[src/rtl/vga_timing_gen.sv]
// VGA raster timing: pixel/line counters plus registered sync, blank and frame strobes.
// Every strobe is computed from the next counter values, so it lines up with DrawX/DrawY.
module vga_timing_gen #(
    parameter int H_VISIBLE = 640,
    parameter int H_FRONT   = 16,
    parameter int H_SYNC    = 96,
    parameter int H_TOTAL   = 800,
    parameter int V_VISIBLE = 480,
    parameter int V_FRONT   = 10,
    parameter int V_SYNC    = 2,
    parameter int V_TOTAL   = 525
) (
    input  logic       vga_clk,
    input  logic       reset_n,
    output logic [9:0] DrawX,
    output logic [9:0] DrawY,
    output logic       hs,
    output logic       vs,
    output logic       blank,
    output logic       frame_tick,
    output logic [7:0] frame_cnt
);

    localparam logic [9:0] H_LAST   = 10'(H_TOTAL - 1);
    localparam logic [9:0] V_LAST   = 10'(V_TOTAL - 1);
    localparam logic [9:0] HS_FIRST = 10'(H_VISIBLE + H_FRONT);
    localparam logic [9:0] HS_LAST  = 10'(H_VISIBLE + H_FRONT + H_SYNC - 1);
    localparam logic [9:0] VS_FIRST = 10'(V_VISIBLE + V_FRONT);
    localparam logic [9:0] VS_LAST  = 10'(V_VISIBLE + V_FRONT + V_SYNC - 1);
    localparam logic [9:0] H_VIS    = 10'(H_VISIBLE);
    localparam logic [9:0] V_VIS    = 10'(V_VISIBLE);

    logic [9:0] h_nxt, v_nxt;
    logic       h_wrap;
    logic       hs_nxt, vs_nxt, blank_nxt, tick_nxt;

    // Wrap compares against the last value, so no counter ever holds H_TOTAL/V_TOTAL.
    always_comb begin
        h_wrap    = (DrawX == H_LAST);
        h_nxt     = h_wrap ? 10'd0 : DrawX + 10'd1;
        v_nxt     = DrawY;
        if (h_wrap)
            v_nxt = (DrawY == V_LAST) ? 10'd0 : DrawY + 10'd1;
        hs_nxt    = !((h_nxt >= HS_FIRST) && (h_nxt <= HS_LAST));
        vs_nxt    = !((v_nxt >= VS_FIRST) && (v_nxt <= VS_LAST));
        blank_nxt = (h_nxt < H_VIS) && (v_nxt < V_VIS);
        tick_nxt  = (h_nxt == 10'd0) && (v_nxt == V_VIS);
    end

    // Reset leaves blank low at (0,0); the first edge after release resumes normal timing.
    always_ff @(posedge vga_clk or negedge reset_n) begin
        if (!reset_n) begin
            DrawX      <= 10'd0;
            DrawY      <= 10'd0;
            hs         <= 1'b1;
            vs         <= 1'b1;
            blank      <= 1'b0;
            frame_tick <= 1'b0;
            frame_cnt  <= 8'd0;
        end else begin
            DrawX      <= h_nxt;
            DrawY      <= v_nxt;
            hs         <= hs_nxt;
            vs         <= vs_nxt;
            blank      <= blank_nxt;
            frame_tick <= tick_nxt;
            if (tick_nxt)
                frame_cnt <= frame_cnt + 8'd1;
        end
    end

endmodule
[config.mk]
export PLATFORM = sky130hd
export DESIGN_NAME = vga_timing_gen
export DESIGN_NICKNAME = d
export VERILOG_FILES = /design/src/rtl/vga_timing_gen.sv
export SDC_FILE = /design/constraint.sdc
export NUM_CORES = 1
export LEC_CHECK = 0
export CORE_ASPECT_RATIO = 0.6
export CORE_UTILIZATION = 26
export CTS_BUF_LIST = sky130_fd_sc_hd__clkbuf_16
export DETAILED_ROUTE_END_ITERATION = 12
export PLACE_DENSITY = 0.48
export RECOVER_POWER = 100
export SETUP_SLACK_MARGIN = 0.02
export SLEW_MARGIN = 30
export SYNTH_ARGS = -nofsm -noshare
export SYNTH_HDL_FRONTEND = slang
export SYNTH_SLANG_ARGS = --single-unit
[constraint.sdc]
create_clock -name vga_clk -period 3.27 [get_ports vga_clk]
set_clock_uncertainty 0.15 [all_clocks]
set_input_delay 0.981 -clock vga_clk [delete_from_list [all_inputs] [get_ports vga_clk]]
set_output_delay 0.981 -clock vga_clk [all_outputs]
set_load 0.05 [all_outputs]
==> key figures <==
Synth
  – Library cells used by synthesis: between 40 and 50
  – Yosys top cell area share: 0.405
  – Synth warn: 0
  – Post-synthesis sequential area ratio: 0.434
  – Gate Count Post-Synth: approximately 190
  – Async SR Flop Fraction: 1.00
  – Synth Cell Area: about 0.0019 sq mm
  – Area leader, netlist: dfrtp_1
  – Post-synth EDFFs: 0
  – Main area contributors after synthesis: dfrtp_1 (41%), xnor2_1 (6.1%), nand2_1 (3.9%), nand3_1 (3.5%), ha_1 (3.4%)
  – Synth Net Count: 200
  – Dominant synthesized flop cell: dfrtp_1
  – Yosys reg bits: 32
  – Leading post-synthesis cells by instance count: dfrtp_1 (30), nand2_1 (19), nand3_1 (13), xnor2_1 (13), o21ai_0 (11)
  – Top-count cell post-synth: dfrtp_1
  – Mapped Avg Cell Area: around 9.6 sq um

Power
  – Combinational share of power: 0.011
  – Internal cell power: approximately 0.67 mW
  – Leak: around 1.1 nW
  – Sw frac: 0.201
  – Power per cell area: around 340 mW/mm^2
  – Peak VDD IR: about 180 uV
  – NetSw: 0.169 mW
  – Design Power: around 0.84 mW
  – Reg power frac: 0.470
  – Clock Power Share: 0.519

Clock network
  – CTS buffer count: 5
  – Clock buffer depth: 2
  – # clock sinks: 32
  – CTS tree: yes
  – CTS H-tree lvls: 2
  – CTS root buffer: clkbuf_16
  – Clock Latency Late Sink: around 0.27 ns
  – Clk slew on worst S/H paths: roughly 0.050 ns

Cells and area
  – Fin cells: 323
  – Layout cells sized above 1: 0.123
  – Area grow syn2layout: 33.4%
  – Fillers: between 700 and 800
  – Net count, final: about 240
  – Fin util: 0.364
  – Diode count: 0

Setup path
  – Buf+Inv Stages, Crit Path: 1
  – Cell mode on critical path: or3_4
  – Worst setup EP type: flip-flop
  – Crit path arrival time: 3.14 ns
  – Crit Path Category: reg2reg
  – Crit-path max cell delay: roughly 0.45 ns
  – CP Data Required Time: roughly 3.3 ns
  – CP Launch Type: flip-flop
  – Critical Path Slowest Stage Cell: or3_4
  – Crit-path cells: ha_1, nand4_1, or3_4, or3_4, o311a_4, nor4_4, buf_4, nand2_4, mux2_4
  – Worst-path maximum fanout: 8
  – Delay-heaviest family, CP: simple AND/OR/NAND/NOR gates
  – Reg2Reg Setup Slack: around 0.14 ns

GRT
  – Largest net degree at the start of global routing: 33
  – GRT overflow: 0
  – Overall Global Routing Usage: 0.138
  – Initial antenna violation count: 0
  – First-pass GRT wire length: 7800 um
  – Vias in the first global route: roughly 1500

Timing
  – Tmin final: 3.13 ns
  – Setup violations, final: 0
  – Peak Freq: 319 MHz
  – Max Slew Vio Count: 0
  – Part of the cycle the worst path needs: 0.958
  – Hold Slack: roughly 0.35 ns
  – Setup tns final: 0 ns
  – Rel. slew slack: 0.455
  – Unrepaired setup endpoints after global routing: false
  – Worst-margin pin slew: 0.818 ns
  – Final Hold Viols: 0

Die
  – IO Pins: 34
  – Die ar.: around 0.0075 sq mm
  – Starting density of the core: 0.273
  – Cell row count: 23
  – Placeable Area: roughly 0.0068 sq mm
  – Die H: roughly 67 um
  – Die Wd: approximately 110 um

Drt
  – DR DRC count: 2
  – Iteration-0 DRC Markers: between 90 and 100
  – Via count: approximately 1600
  – WL/cell: approximately 15 um
  – Post-route ant nets: 0
  – WL final: between 4000 and 5000 um
  – 1st-pass router iterations: 9
  – Via density: approximately 4.9

Placed design
  – Placer congestion estimate: around 0.8
  – Placed cells: around 310
  – Post-DP HPWL: between 3000 and 4000 um
  – PortBufs: 33

Outcome
  – Status: finished, violations left
  – Violated checks: DRC

Run
  – Max-cap violations: 0

Min path
  – Hold WC Path Type: reg2reg
[cells in the final DEF, fill, tap and decap left out, drive strengths merged, types with 5 or more instances in the layout]
cell         Yosys  layout
inv              8       8
nor2            10      10
buf              3       8
ha               5       5
dlygate4sd3      0      33
nor3             7       7
clkbuf          10      12
and3             5       5
o21ai           11      11
xnor2           13      13
nand4           10      10
nand2           20      20
nand3           13      13
dfrtp           30      30
xor2             7       7
[per-stage QoR]
stage | worst slack (ns) | cell area (sq um)
2_1_floorplan | 0.0287 | 1850
3_3_place_gp | 0.190 | 2340
3_5_place_dp | 0.113 | 2340
4_1_cts | 0.0925 | 2480
5_1_grt | 0.0265 | 2470
6_report | 0.138 | 2470
[kinds of logic (layout without fill, tap and decap cells)]
logic type      after synthesis  in the layout  share of synthesized area
compound gates               31             31                      0.116
mux                           1              1                    0.00811
xor+xnor                     20             20                     0.0946
flops                        32             32                      0.434
buf+inv                      21             64                     0.0480
fa+ha+maj                     5              5                     0.0338
simple gates                 83             83                      0.266
[layer usage]
| layer | up-vias | wire length [um] | global-route usage |
|---|---|---|---|
| met1 | 763 | 2710 | 0.212 |
| li1 | 783 | - | - |
| met3 | 5 | 189 | 0.0350 |
| met2 | 26 | 1830 | 0.180 |
| met4 | 0 | 57 | 0.0462 |
| met5 | - | 0 | 0 |
[what timing repair did]
action / in CTS / in global routing
hold buffers: 0 / 0
setup endpoints to repair: 0 / 3
resized for setup: 0 / 1
buffers inserted: 0 / 1
[layout make-up]
cell class | instances | area [sq um] | share of cell area
clock inverter | 3 | 13.8 | 0.00557
timing repair buffer | 48 | 422 | 0.171
clock buffer | 5 | 125 | 0.0507
inverter | 8 | 30.0 | 0.0122
tap | 87 | 109 | 0.0441
multi-input combinational | 140 | 965 | 0.391
sequential | 32 | 806 | 0.326
[final timing paths]
check | startpoint | end | depth (start not counted)
hold reg to reg | DrawX[0] | DrawX[0] | 1
setup reg to reg | DrawX[0] | frame_cnt[1] | 9
max in group asynchronous | reset_n | DrawX[1] | 2
setup / recovery | DrawX[0] | frame_cnt[1] | 9
hold / removal | DrawX[0] | DrawX[0] | 1
min in group asynchronous | reset_n | DrawX[6] | 2
[state kept, by name, indices dropped and copies added, names as in the netlist]
name and flops:
vs 1, frame_tick 1, hs 1, DrawX 10
DrawY 10, frame_cnt 8, blank 1
[power groups by stage]
stage	Sequential, mW	Combinational (mW)	Clock (mW)
3_3_place_gp	0.403	0.0107	0
4_1_cts	0.396	0.0106	0.456
5_1_grt	0.396	0.0111	0.473
3_5_place_dp	0.403	0.0106	0
6_report	0.397	0.00897	0.438
2_1_floorplan	0.403	0.000000363	0
Note: power is estimated with default switching activity, not from simulation.
